[src/rtl/dtree_seq.sv]
// Sequential decision-tree inference engine: walks a register-based node table
// one node per cycle from node 0 until a leaf or the depth limit is reached.
// Node word, MSB to LSB: leaf, fidx, prec, thr, left, right.
// The leaf field is active-low (0 = leaf) so that a cleared table word is a
// leaf returning class 0.
module dtree_seq #(
  parameter int unsigned NFEAT  = 4,
  parameter int unsigned FW     = 8,
  parameter int unsigned NODES  = 64,
  parameter int unsigned CLASSW = 2,
  parameter int unsigned MAXD   = 15,
  localparam int unsigned AW    = $clog2(NODES),
  localparam int unsigned FIDXW = (NFEAT > 1) ? $clog2(NFEAT) : 1,
  localparam int unsigned PW    = $clog2(FW + 1),
  localparam int unsigned NW    = 1 + FIDXW + PW + FW + 2 * AW,
  localparam int unsigned DW    = $clog2(MAXD + 1)
) (
  input  logic                    clk,
  input  logic                    rst,
  input  logic                    in_valid,
  output logic                    in_ready,
  input  logic [NFEAT*FW-1:0]     in_x,
  output logic                    out_valid,
  input  logic                    out_ready,
  output logic [CLASSW-1:0]       out_class,
  output logic                    out_err,
  output logic [DW-1:0]           out_depth,
  input  logic                    cfg_we,
  input  logic [AW-1:0]           cfg_addr,
  input  logic [NW-1:0]           cfg_data
);

  typedef enum logic [1:0] {StIdle, StWalk, StDone} state_e;

  state_e              state_q, state_d;
  logic [NFEAT*FW-1:0] x_q, x_d;
  logic [AW-1:0]       ptr_q, ptr_d;
  logic [DW-1:0]       cnt_q, cnt_d;
  logic [CLASSW-1:0]   class_q, class_d;
  logic                err_q, err_d;
  logic [DW-1:0]       depth_q, depth_d;
  logic [NW-1:0]       tbl_q [NODES];
  logic [NW-1:0]       tbl_d [NODES];

  // Fields of the node currently addressed by the walk pointer
  logic [NW-1:0]    node;
  logic             n_leaf;
  logic [FIDXW-1:0] n_fidx;
  logic [PW-1:0]    n_prec;
  logic [FW-1:0]    n_thr;
  logic [AW-1:0]    n_left;
  logic [AW-1:0]    n_right;

  assign node    = tbl_q[ptr_q];
  assign n_leaf  = ~node[NW-1];
  assign n_fidx  = node[NW-2 -: FIDXW];
  assign n_prec  = node[NW-2-FIDXW -: PW];
  assign n_thr   = node[2*AW+FW-1 -: FW];
  assign n_left  = node[2*AW-1 -: AW];
  assign n_right = node[AW-1:0];

  logic [FW-1:0] feat;
  logic [PW-1:0] prec_eff;
  logic [FW-1:0] feat_v;
  logic          go_left;
  logic [DW-1:0] cnt_inc;

  // Feature select and precision-truncated compare; out-of-range fidx selects 0
  always_comb begin
    feat = '0;
    for (int i = 0; i < NFEAT; i++) begin
      if (n_fidx == FIDXW'(i)) feat = x_q[i*FW +: FW];
    end
    prec_eff = ((n_prec == '0) || (n_prec > PW'(FW))) ? PW'(FW) : n_prec;
    feat_v   = feat >> (PW'(FW) - prec_eff);
    go_left  = (feat_v <= n_thr);
    cnt_inc  = cnt_q + DW'(1);
  end

  // Engine FSM next-state and result registers
  always_comb begin
    state_d = state_q;
    x_d     = x_q;
    ptr_d   = ptr_q;
    cnt_d   = cnt_q;
    class_d = class_q;
    err_d   = err_q;
    depth_d = depth_q;
    unique case (state_q)
      StIdle: begin
        if (in_valid) begin
          x_d     = in_x;
          ptr_d   = '0;
          cnt_d   = '0;
          state_d = StWalk;
        end
      end
      StWalk: begin
        cnt_d = cnt_inc;
        if (n_leaf) begin
          class_d = n_thr[CLASSW-1:0];
          err_d   = 1'b0;
          depth_d = cnt_inc;
          state_d = StDone;
        end else if (cnt_inc == DW'(MAXD)) begin
          class_d = '0;
          err_d   = 1'b1;
          depth_d = DW'(MAXD);
          state_d = StDone;
        end else begin
          ptr_d = go_left ? n_left : n_right;
        end
      end
      StDone: begin
        if (out_ready) state_d = StIdle;
      end
      default: state_d = StIdle;
    endcase
  end

  // Table writes only while idle with no pending input, so a walk never sees a changing table
  always_comb begin
    tbl_d = tbl_q;
    if (cfg_we && (state_q == StIdle) && !in_valid) tbl_d[cfg_addr] = cfg_data;
  end

  // State, result and table registers with synchronous reset
  always_ff @(posedge clk) begin
    if (rst) begin
      state_q <= StIdle;
      x_q     <= '0;
      ptr_q   <= '0;
      cnt_q   <= '0;
      class_q <= '0;
      err_q   <= 1'b0;
      depth_q <= '0;
      for (int i = 0; i < NODES; i++) tbl_q[i] <= '0;
    end else begin
      state_q <= state_d;
      x_q     <= x_d;
      ptr_q   <= ptr_d;
      cnt_q   <= cnt_d;
      class_q <= class_d;
      err_q   <= err_d;
      depth_q <= depth_d;
      tbl_q   <= tbl_d;
    end
  end

  assign in_ready  = (state_q == StIdle);
  assign out_valid = (state_q == StDone);
  assign out_class = class_q;
  assign out_err   = err_q;
  assign out_depth = depth_q;

endmodule

[config.mk]
export PLATFORM = sky130hd
export DESIGN_NAME = dtree_seq
export DESIGN_NICKNAME = d
export VERILOG_FILES = /design/src/rtl/dtree_seq.sv
export SDC_FILE = /design/constraint.sdc
export NUM_CORES = 2
export LEC_CHECK = 0
export CAP_MARGIN = 20
export CORE_MARGIN = 2
export CORE_UTILIZATION = 49
export DETAILED_ROUTE_END_ITERATION = 10
export MAX_ROUTING_LAYER = met4
export PLACE_DENSITY = 0.67
export SLEW_MARGIN = 15
export SYNTH_ARGS = -nofsm -noshare
export SYNTH_HDL_FRONTEND = slang
export SYNTH_SLANG_ARGS = --single-unit
export TNS_END_PERCENT = 10
[constraint.sdc]
create_clock -name clk -period 5.5 [get_ports clk]
set_input_delay 0.825 -clock clk [delete_from_list [all_inputs] [get_ports clk]]
set_output_delay 0.825 -clock clk [all_outputs]
set_load 0.1 [all_outputs]
==> results.sh <==
export IMPL_status="complete, no violations"
export IMPL_ant_nets=0
export IMPL_syn_area_um2=75700
export IMPL_period_minus_slack_ns=5.23
export IMPL_drt_iter0_markers=8281
export IMPL_overflow=0
export IMPL_die_x_um=397
export IMPL_ioPinCount=79
export IMPL_muxShareOfSynthArea=0.169
export IMPL_synthArstFlopShare=0
export IMPL_critPathLaunchType="flip-flop"
export IMPL_cts_setup_buffers=0
export IMPL_synth_distinct_cells=58
export IMPL_synth_edf_count=0
export IMPL_reg2reg_depth=21
export IMPL_cp_arrival_ns=5.92
export IMPL_nets=8674
export IMPL_start_util=0.492
export IMPL_path_cells="buf_12 -> mux4_2 -> mux4_2 -> mux2i_1 -> o22ai_2 -> clkinv_1 -> ha_1 -> xnor2_2 -> and2_1 -> a21boi_0 -> or4_1 -> ha_1 -> o22ai_1 -> nor2_1 -> o21ai_0 -> nand2_1 -> buf_4 -> mux2i_1 -> nor3_1 -> a21oi_1 -> nor2_1"
export IMPL_seq_area_um2=35600
export IMPL_reg2reg_from="ptr_q[0]$_SDFFE_PP0P_"
export IMPL_fin_skew_ns=0.0368
export IMPL_yosysSeqAreaShare=0.470
export IMPL_numClockSinks=1779
export IMPL_synth_nets=8932
export IMPL_yosysWarnings=0
export IMPL_worst_setup_path_type="reg -> reg"
export IMPL_finalSetupViolations=0
export IMPL_multiInputGateArea_um2=37000
export IMPL_yosys_area_share_simple=0.190
export IMPL_p_per_area_nw_per_um2=312
export IMPL_die_h_um=397
export IMPL_synth_compound_area_frac=0.124
export IMPL_syn_inst=8851
export IMPL_core_um2=154000
export IMPL_dp_hpwl_um=159000
export IMPL_wirelength_um=261000
export IMPL_peakVddDrop_v=0.000318
export IMPL_finalCritPeriodShare=0.951
export IMPL_endpoint_kind="flip-flop"
export IMPL_synth_top_family_by_area="simple AND/OR/NAND/NOR gates"
export IMPL_track_usage=0.334
export IMPL_setup_slack_ns=0.268
export IMPL_vias_per_cell=6.02
export IMPL_synth_top_area_share=0.470
export IMPL_avgRoutedWirePerCell_um=24.1
export IMPL_final_area_um2=84700
export IMPL_fin_util=0.550
export IMPL_grt_antenna_before_repair=19
export IMPL_rsz0062_at_grt="false"
export IMPL_clock_latency_ns=0.83
export IMPL_clkTransAtPathRegs_ns=0.06
export IMPL_place_congestion=0.972
export IMPL_r2r_slack_ns=0.27
export IMPL_drv_slew=0
export IMPL_ys_top_cells_by_area="dfxtp_1 47%, nand2_1 18%, mux4_2 16%"
export IMPL_ys_ff_latch=1779
export IMPL_cts_tree="yes"
export IMPL_fmax_mhz=191
export IMPL_nFillCells=13700
export IMPL_dp_slack_ns=0.0627
export IMPL_ys_flop_type="dfxtp_1"
export IMPL_critical_path_top_delay_family="multiplexers"
export IMPL_clock_path_buffers=3
export IMPL_rr_endpoint="ptr_q[0]$_SDFFE_PP0P_"
export IMPL_cts_buffers=180
export IMPL_first_global_vias=61600
export IMPL_drtPass1Iterations=6
export IMPL_critPathMaxStageDelay_ns=0.57
export IMPL_worst_slew_pin_transition_ns=1.20
export IMPL_whs_path_depth=2
export IMPL_grt_max_degree=198
export IMPL_synth_xor_area_share=0.000446
export IMPL_crit_buf_inv=3
export IMPL_path_max_fanout=22
export IMPL_placed_area_um2=78500
export IMPL_synthTopCellsByCount="3,603 x nand2_1, 1,783 x a21oi_1, 1,779 x dfxtp_1"
export IMPL_htreeDepth=4
export IMPL_min_from="tbl_q[991]$_SDFFE_PP0P_"
export IMPL_crit_slowest_cell="or4_1"
export IMPL_rows=144
export IMPL_required_ns=6.18
export IMPL_hold_end="tbl_q[991]$_SDFFE_PP0P_"
export IMPL_dr_total_vias=65000
export IMPL_hold_viol=0
export IMPL_whs_ns=0.450
export IMPL_hold_buffers=0
export IMPL_drc_errors=0
export IMPL_yosys_area_top_type="dfxtp_1"
export IMPL_drv_cap=0
export IMPL_cts_resized=0
export IMPL_grt_pass1_wl_um=389000
export IMPL_p_leak_nw=26.4
export IMPL_synth_most_common_cell="nand2_1"
export IMPL_synth_fa_ha_area_frac=0.00182
export IMPL_avgSynthCellArea_um2=8.56
export IMPL_area_growth_pct=11.8
export IMPL_hold_path_class="reg -> reg"
export IMPL_ctsRootBufferMaster="clkbuf_16"
export IMPL_dieArea_um2=158000
export IMPL_layout_drive_gt1_share=0.142
export IMPL_portBuffers=78
export IMPL_relSlewSlack=0.200
cell families (layout without fill, tap and decap cells):
logic type / count (synthesis) / after routing
buffers and inverters: 828 / 719
XOR/XNOR: 3 / 3
AND/OR/NAND/NOR: 3784 / 3784
AO/OA/AOI/OAI: 1845 / 1845
other: 0 / 16
multiplexers: 601 / 601
adder cells (fa/ha/maj): 11 / 11
flip-flops: 1779 / 1779
per-layer routing:
| layer | vias to the layer above | GRT usage | share of wire | routed length [µm] |
|---|---|---|---|---|
| li1 | 29200 | - | - | - |
| met1 | 31600 | 0.429 | 0.39 | 101000 |
| met2 | 3511 | 0.495 | 0.45 | 117000 |
| met5 | - | - | 0 | 0 |
| met4 | 0 | 0.169 | 0.053 | 13900 |
| met3 | 673 | 0.0759 | 0.11 | 28600 |
power breakdown:
group	internal [mW]	switching, mW
Sequential	12.9	0.0267
Combinational	0.170	0.700
Clock	7.33	5.29
Total	20.4	6.02
through the flow:
stage,power (mW),setup TNS (ns),std cells
floorplan,13.8,0,8851
global placement,14.1,-0.285,10500
detailed placement,14.1,0,10500
CTS,26.5,0,10800
global route,27.1,0,10800
finish,26.4,0,10800
worst max path at each step:
stage                          startpoint                     to  cells after the start
floorplan           ptr_q[0]$_SDFFE_PP0P_  ptr_q[5]$_SDFFE_PP0P_                     26
CTS                 ptr_q[0]$_SDFFE_PP0P_  ptr_q[1]$_SDFFE_PP0P_                     21
global route        ptr_q[0]$_SDFFE_PP0P_  ptr_q[2]$_SDFFE_PP0P_                     22
detailed placement  ptr_q[0]$_SDFFE_PP0P_  ptr_q[5]$_SDFFE_PP0P_                     21
global placement    ptr_q[0]$_SDFFE_PP0P_  ptr_q[5]$_SDFFE_PP0P_                     21
finish              ptr_q[0]$_SDFFE_PP0P_  ptr_q[0]$_SDFFE_PP0P_                     21
cell type report:
| class | count | share of cell area |
|---|---|---|
| tap | 2044 | 0.0302 |
| inverter | 15 | 0.000739 |
| clock buffer | 282 | 0.0649 |
| antenna | 16 | 0.000473 |
| timing repair buffer | 373 | 0.0391 |
| sequential | 1779 | 0.421 |
| clock inverter | 49 | 0.00695 |
| multi-input combinational | 6244 | 0.437 |
worst min-delay path, cell delays in order, from the launching register on:
cell,delay [ns]
dfxtp_1,0.30
nand2_1,0.05
a21oi_1,0.05
flip-flops by register name, summed over array words and instances (netlist names):
register and cells:
out_err 1, state_q 2, cnt_q 4, out_depth 4
x_q 32, ptr_q 6, out_class 2, tbl_q 1728
placed cells by master (no fill, tap or decap), drive strengths merged, types with 6 or more instances in the layout:
master            n
clkdlybuf4s50    50
clkbuf          282
a21oi          1783
bufinv           10
a22oi            29
nor2b            13
inv              15
mux2i            61
nor3             17
nand3            11
diode            16
nor3b             6
a211oi           11
nand2          3603
and2              8
buf             323
ha               11
mux4            539
dfxtp          1779
clkinv           39
nor2             99
(Power assumes the default switching activity.)
